**src/rtl/sync_mem_ctrl.sv**
```systemverilog
// Single-port synchronous RAM behind a valid/ready request port, with byte enables, an
// RD_LAT-deep read pipeline and a clear sweep. Define MEM_PARITY_EN for per-byte even parity.
module sync_mem_ctrl #(
   parameter int unsigned ADDR_W  = 8,
   parameter int unsigned DATA_W  = 16,
   parameter int unsigned RD_LAT  = 1,
   parameter bit          CLR_RST = 1'b1
) (
   input  logic                clk,
   input  logic                rst_n,
   input  logic                req_valid,
   output logic                req_ready,
   input  logic                req_write,
   input  logic [ADDR_W-1:0]   req_addr,
   input  logic [DATA_W-1:0]   req_wdata,
   input  logic [DATA_W/8-1:0] req_be,
   input  logic                clr_start,
   input  logic                perr_inject,
   output logic                rsp_valid,
   output logic [DATA_W-1:0]   rsp_rdata,
   output logic                rsp_perr,
   output logic                busy
);
   localparam int unsigned NB    = DATA_W / 8;
   localparam int unsigned DEPTH = 2 ** ADDR_W;

   if (RD_LAT < 1 || RD_LAT > 4) begin : g_bad_lat
      $error("sync_mem_ctrl: RD_LAT must be in 1..4");
   end
   if (DATA_W % 8 != 0) begin : g_bad_width
      $error("sync_mem_ctrl: DATA_W must be a multiple of 8");
   end

   typedef enum logic [1:0] {StClear, StRun, StDrain} state_e;

   state_e              state_q, state_d;
   logic [ADDR_W-1:0]   clr_addr_q;
   logic [DATA_W-1:0]   mem [DEPTH];
   logic                fire, rd_fire, wr_fire, clr_last, pipe_empty, rd_perr;
   logic [RD_LAT-1:0]   vld_q;
   logic [RD_LAT-1:0]   perr_q;
   logic [DATA_W-1:0]   dat_q [RD_LAT];

   assign fire       = req_valid & req_ready;
   assign rd_fire    = fire & ~req_write;
   assign wr_fire    = fire & req_write;
   assign clr_last   = (clr_addr_q == {ADDR_W{1'b1}});
   assign pipe_empty = ~|vld_q;

   // FSM: state register
   always_ff @(posedge clk or negedge rst_n) begin
      if (!rst_n) begin
         state_q <= CLR_RST ? StClear : StRun;
      end else begin
         state_q <= state_d;
      end
   end

   // FSM: next state
   always_comb begin
      state_d = state_q;
      unique case (state_q)
         StClear: if (clr_last)   state_d = StRun;
         StRun:   if (clr_start)  state_d = StDrain;
         StDrain: if (pipe_empty) state_d = StClear;
         default:                 state_d = StRun;
      endcase
   end

   // FSM: outputs
   always_comb begin
      req_ready = (state_q == StRun);
      busy      = (state_q == StClear);
   end

   // Sweep counter wraps back to 0 on its last write, ready for the next sweep.
   always_ff @(posedge clk or negedge rst_n) begin
      if (!rst_n) begin
         clr_addr_q <= '0;
      end else if (state_q == StClear) begin
         clr_addr_q <= clr_addr_q + 1'b1;
      end
   end

   always_ff @(posedge clk) begin
      if (state_q == StClear) begin
         mem[clr_addr_q] <= '0;
      end else if (wr_fire) begin
         for (int i = 0; i < NB; i++) begin
            if (req_be[i]) mem[req_addr][8*i +: 8] <= req_wdata[8*i +: 8];
         end
      end
   end

`ifdef MEM_PARITY_EN
   logic [NB-1:0] par [DEPTH];

   always_ff @(posedge clk) begin
      if (state_q == StClear) begin
         par[clr_addr_q] <= '0;
      end else if (wr_fire) begin
         for (int i = 0; i < NB; i++) begin
            if (req_be[i]) par[req_addr][i] <= (^req_wdata[8*i +: 8]) ^ ((i == 0) & perr_inject);
         end
      end
   end

   always_comb begin
      rd_perr = 1'b0;
      for (int i = 0; i < NB; i++) begin
         rd_perr = rd_perr | (par[req_addr][i] ^ (^mem[req_addr][8*i +: 8]));
      end
   end
`else
   logic unused_perr_inject;
   assign unused_perr_inject = perr_inject;
   assign rd_perr            = 1'b0;
`endif

   // Stages only load behind a valid beat, so the last stage holds its data between responses.
   always_ff @(posedge clk or negedge rst_n) begin
      if (!rst_n) begin
         vld_q  <= '0;
         perr_q <= '0;
         for (int i = 0; i < RD_LAT; i++) dat_q[i] <= '0;
      end else begin
         vld_q[0] <= rd_fire;
         if (rd_fire) begin
            dat_q[0]  <= mem[req_addr];
            perr_q[0] <= rd_perr;
         end
         for (int i = 1; i < RD_LAT; i++) begin
            vld_q[i] <= vld_q[i-1];
            if (vld_q[i-1]) begin
               dat_q[i]  <= dat_q[i-1];
               perr_q[i] <= perr_q[i-1];
            end
         end
      end
   end

   assign rsp_valid = vld_q[RD_LAT-1];
   assign rsp_rdata = dat_q[RD_LAT-1];
   assign rsp_perr  = vld_q[RD_LAT-1] & perr_q[RD_LAT-1];

   a_req_known: assert property (@(posedge clk) disable iff (!rst_n)
      fire |-> !$isunknown({req_addr, req_write}));
   a_no_rsp_in_clear: assert property (@(posedge clk) disable iff (!rst_n)
      (state_q == StClear) |-> !rsp_valid);

endmodule

```
**config.mk**
```make
export PLATFORM = sky130hd
export DESIGN_NAME = sync_mem_ctrl
export DESIGN_NICKNAME = d
export VERILOG_FILES = /design/src/rtl/sync_mem_ctrl.sv
export SDC_FILE = /design/constraint.sdc
export NUM_CORES = 2
export LEC_CHECK = 0
export BUFFER_PORTS_ARGS = -buffer_cell sky130_fd_sc_hd__buf_4
export CAP_MARGIN = 25
export CORE_MARGIN = 2
export CORE_UTILIZATION = 30
export DETAILED_ROUTE_END_ITERATION = 10
export PLACE_DENSITY = 0.44
export SLEW_MARGIN = 10
export SYNTH_ARGS = -nofsm -noshare
export SYNTH_HDL_FRONTEND = slang
export SYNTH_SLANG_ARGS = --single-unit
```
**constraint.sdc**
```tcl
create_clock -name clk -period 16.3 [get_ports clk]
set_input_delay 3.26 -clock clk [delete_from_list [all_inputs] [get_ports clk]]
set_output_delay 3.26 -clock clk [all_outputs]
set_load 0.1 [all_outputs]
```
### Word-level counts from Yosys, hierarchy flattened

Memory sizes are Yosys's and may differ from the RTL's. A register that Yosys moved wholly into a read port is not among the register bits.
Cells that the tools add are included.

* register bits after elaboration: 11
* RAM bits: 4096
* bits of input ports: 32
* output and inout port bits: 20
* word-level logic and storage cells: 36
* memories kept: 1

Memories
* mem: depth 256, width 16, rd ports 1, clocked after Yosys merged registers in 1, wr ports 1, RTL line 38 `logic [DATA_W-1:0] mem [DEPTH];`

* add/sub/neg operators: 1
* eq/ne operators: 6
* multiplexer cells: 17
* bitwise gates (word level): 4
* reductions and logical operators: 4

Operator list (number)
* 16-bit two-way mux: 1
* 16-bit OR reduction: 1
* 1-bit two-way mux: 10
* 8-bit by 1-bit adder with 8-bit output (second input constant): 1
* 8-bit == test (second input constant): 1
* 2-bit two-way mux: 4
* 8-bit two-way mux: 1
* 2-bit case mux with 3 select lines: 1
* 2-bit by 1-bit != test with 1-bit output (second input constant): 2
* 1-bit bitwise AND: 3
* 3-bit AND reduction: 1
* 2-bit by 1-bit == test with 1-bit output (second input constant): 1
* 2-bit == test (second input constant): 1
* 2-bit logical NOT: 1
* 2-bit != test (second input constant): 1
* 1-bit logical NOT: 1
* 1-bit NOT: 1

### Logic depth before layout (Yosys ltp)

* word-level depth: 8
* mapped depth: 13
* gate-level depth less buffers: 8

### Worst setup path before layout

OpenSTA, ideal clock, no wires.

* path type: input to register
* start: in req_valid
* end: mem mem[0][10] (data pin)
* library setup time: 0.870 ns
* arrival time: 7.586 ns
* required time: 15.430 ns
* setup slack: 7.844 ns
* stages: 6
* buffers on the path: 3
* path through: nand2_1 nor4b_2 buf_2 clkbuf_1 clkbuf_1 and2_1

* word-level cells in the longest chain between the ends: 7
* elaborated cells on any way between the ends: 10
* those cells by class: mux: 7; bitwise: 2; reduce/logical: 1

Ends and longest elaborated chain
* start: declaration: RTL line 11 `input logic req_valid,`
* 1-bit bitwise AND (*): RTL line 44 `assign fire = req_valid & req_ready;`
* 1-bit bitwise AND (*): RTL line 46 `assign wr_fire = fire & req_write;`
* 1-bit two-way mux: RTL line 88 `end else if (wr_fire) begin`
* 1-bit two-way mux: RTL line 86 `if (state_q == StClear) begin`
* 1-bit two-way mux (implied by the code): RTL line 90 `if (req_be[i]) mem[req_addr][8*i +: 8] <= req_wdata[8*i +: 8];`
* 16-bit OR reduction (no line) (*)
* 16-bit two-way mux (no line) (*)
* end: declaration: RTL line 38

Mark *: on every way between the ends. The rest lies on a longest branch, timed or not.

### Worst setup path after layout

* start: in req_addr[3]
* end: mem mem[35][15] (enable)

* word-level cells in the longest chain between the ends: 1

Ends and longest elaborated chain
* start: declaration: RTL line 14 `input logic [ADDR_W-1:0] req_addr,`
* 8-bit two-way mux (no line)

No other way between the ends.

==> flow_summary.yaml <==
timing:
  slew_violations: 0
  worst_pin_slew_ps: 1340
  fmax_mhz: 131
  finalHoldViolations: 0
  slew_headroom: 0.106
  worst_clock_skew_ps: 43.3
  min_period_over_period: 0.470
  rsz0062_at_grt: "no"
  period_needed_ps: 7650
  setup_violations: 0
  fin_setup_tns_ps: 0
power:
  power.density_nw_per_um2: 119
  ir_drop_uv: 94.9
  power_w: 0.0217
  p_leak_nw: 45.9
logic_synthesis:
  synth_area_um2: 160000
  postSynthCellCount: 7715
  yosysWarnings: 0
  synthMuxAreaShare: 0.145
  synth_compound_area_frac: 0.0361
  synth_xor_area_frac: 0.000383
  synth_edf_count: 4096
  ys.flop_type: "edfxtp_1"
  synthSimpleGateAreaFrac: 0.0267
  ys_seq_area_frac: 0.773
  synth_top_family_by_area: "multiplexers"
  synth_cell_type_count: 64
  ys_ff_latch: 4123
  avgSynthCellArea_um2: 20.7
  synth_fa_ha_area_frac: 0.000391
  syn-num-nets: 7752
  synthArstFlopShare: 0.00655
clock_network:
  clk_pin_slew_ps: 60
  holdBufCountCts: 0
  root_buffer: "clkbuf_16"
  post-cts-setup-buffers: 0
  clock_sinks: 4123
  clock_latency_ps: 1020
  htreeDepth: 5
  cts_made_buffers: 428
  cts_tree: "built"
  cts_resized: 0
  clock_path_buffers: 4
global_route:
  grt_overflow_total: 0
  grt_pass1_wl_um: 652000
  grtUsageMet3: 0.0289
  globalRouteMet2Util: 0.279
  antenna_found_initial: 39
  grt_pass1_vias: 80285
  use_met1: 0.240
  grt_busiest_layer: "met2"
  grt_start_max_net_pins: 195
  grt_usage: 0.171
cells_and_area:
  fin_nets: 7922
  syn_to_final_growth_pct: 13.6
  drive_gt1_frac: 0.217
  n_fill_cell: 49662
floorplan:
  die_h_um: 734
  core_um2: 532000
  row_count: 268
  dieArea_um2: 539000
  die_width_um: 734
  ios: 52
  start_util: 0.301
worst_hold_path:
  min_to: "rsp_rdata[7]"
  hold_class: "reg -> reg"
  hold_start: "rsp_rdata[7]"
  whs_path_depth: 2
setup_path:
  critical_path.max_fanout: 32
  cp_data_arrival_time_ps: 8260
  r2r_cells: 10
  required_ps: 16910
  r2r-end: "mem[100][0]"
  timing.rr.start: "state_q[0]"
  ff2ff_setup_slack_ps: 11040
  worst_setup_path_start_kind: "input pin"
  critPathCaptureType: "register"
  crit_type: "in -> reg"
run:
  drv_cap: 0
route:
  drc_errors: 0
  vias: 78388
  drtAntennaViolNets: 0
  dr.pass1.iters: 5
  post_drt_via_cell_ratio: 5.13
  drt_iter0_drc: 8303
  routed_wl_um: 472000
  wl_per_cell_um: 30.9
placement:
  io_buffer_count: 49
  routabilityCongestion: 0.761
  dp.final_hpwl_um: 281000
outcome:
  status: "finished clean"
metrics by stage:
| stage | cell area [µm²] | worst slack, ps | hold slack, ps | std cells | utilization |
|---|---|---|---|---|---|
| after global routing | 182000 | 8590 | 558 | 15256 | 0.342 |
| after global placement | 168000 | 7600 | 505 | 14460 | 0.316 |
| after floorplan | 160000 | 7840 | 500 | 7715 | - |
| final | 182000 | 8650 | 536 | 15266 | 0.342 |
| after detailed placement | 168000 | 7640 | 508 | 14469 | 0.316 |
| after CTS | 182000 | 8720 | 533 | 15249 | 0.341 |
worst max-delay path by stage:
stage / start / endpoint / depth (start not counted)
4_1_cts: req_addr[3] / mem[34][8] / 11
3_5_place_dp: req_addr[3] / mem[34][15] / 11
2_1_floorplan: req_valid / mem[0][10] / 6
5_1_grt: req_addr[3] / mem[35][12] / 11
3_3_place_gp: req_addr[3] / mem[46][8] / 9
6_report: req_addr[3] / mem[35][15] / 11
cell usage in the layout (no fill, tap or decap), types with 15 or more instances in the layout:
cell / n
edfxtp_1: 4096
mux4_2: 829
nor2_1: 549
clkbuf_16: 436
mux2i_1: 375
buf_4: 202
a22oi_1: 191
nand2_1: 172
o22ai_1: 143
clkbuf_1: 107
nand3_1: 105
a211oi_1: 97
clkinv_2: 84
clkinv_1: 82
a21oi_1: 76
o221ai_1: 67
mux2_2: 58
o21ai_0: 55
a22o_1: 38
bufinv_16: 35
nor3_1: 32
a211o_1: 27
dfrtp_1: 27
nor2b_1: 21
nand4_1: 21
inv_1: 20
buf_12: 18
and2_4: 17
nand2_4: 16
a31oi_1: 15
cell usage after synthesis (6+ instances only):
cell type | n | share of area
a2111oi_0 | 10 | 0.00055
nand2b_1 | 12 | 0.00047
buf_2 | 160 | 0.0050
nor2b_1 | 24 | 0.00094
clkbuf_1 | 190 | 0.0045
nor3_1 | 34 | 0.0011
dfrtp_1 | 27 | 0.0042
nor4b_1 | 6 | 0.00033
a21oi_1 | 76 | 0.0024
mux2_2 | 58 | 0.0041
nand2_1 | 190 | 0.0045
o311ai_1 | 11 | 0.00060
nand3b_1 | 9 | 0.00042
a211o_1 | 27 | 0.0015
a311o_1 | 7 | 0.00044
buf_4 | 55 | 0.0026
o21ai_0 | 55 | 0.0017
buf_8 | 19 | 0.0018
o22ai_1 | 143 | 0.0056
mux2i_1 | 375 | 0.023
buf_12 | 14 | 0.0018
edfxtp_1 | 4096 | 0.77
mux4_2 | 829 | 0.12
o221ai_1 | 67 | 0.0037
nand4_1 | 21 | 0.00082
buf_1 | 26 | 0.00061
o211ai_1 | 11 | 0.00052
a31oi_1 | 15 | 0.00059
a211oi_1 | 97 | 0.0046
buf_6 | 31 | 0.0022
nor2_1 | 554 | 0.013
and2_1 | 19 | 0.00074
o22a_1 | 10 | 0.00055
o31ai_1 | 9 | 0.00042
and3_1 | 8 | 0.00031
nand3_1 | 106 | 0.0033
a22oi_1 | 191 | 0.0090
a22o_1 | 38 | 0.0021
inv_1 | 21 | 0.00049
state kept, by name, summed over array words and instances, names as in the netlist:
name	count
rsp_rdata	16
mem	4096
rsp_valid	1
state_q	2
clr_addr_q	8
layout make-up:
cell class / instances / area, µm² / area share
Sequential cell: 4123 / 124000 / 0.680
Multi-Input combinational cell: 3076 / 33700 / 0.185
Clock buffer: 550 / 11400 / 0.0626
Tap cell: 7020 / 8780 / 0.0483
Clock inverter: 230 / 2170 / 0.0119
Timing Repair Buffer: 235 / 2060 / 0.0113
Inverter: 21 / 78.8 / 0.000434
Antenna cell: 11 / 27.5 / 0.000151
metal layers:
layer  up-vias  part of all wire  routed length [µm]
met3       529             0.062               29400
li1      32527                 -                   -
met1     42897              0.44              206000
met5         -          0.000038                  18
met2      2431              0.48              227000
met4         4             0.020                9400
critical path: stages:
cell and delay (ps):
buf_4 310, buf_4 400, nor2_4 670, buf_4 590, buf_4 540, nand2_1 100
o31ai_1 80, buf_4 220, nand2_4 460, buf_4 570, nor2_1 840
cell families (layout without fill, tap and decap cells):
kind of cell               count (synthesis)  in the layout
buffers and inverters                    516           1036
other                                      1             12
xor gates and xnor gates                   7              7
muxes                                   1265           1265
and+or+nand+nor                         1001           1001
DFF                                     4123           4123
adders and majority gates                  5              5
AOI/OAI and AO/OA                        797            797
power by group:
| group | switching [W] | internal (W) |
|---|---|---|
| clock | 0.00416 | 0.00547 |
| combinational | 0.000392 | 0.000177 |
| sequential | 0 | 0.0115 |
Note: power is estimated with default switching activity, not from simulation.
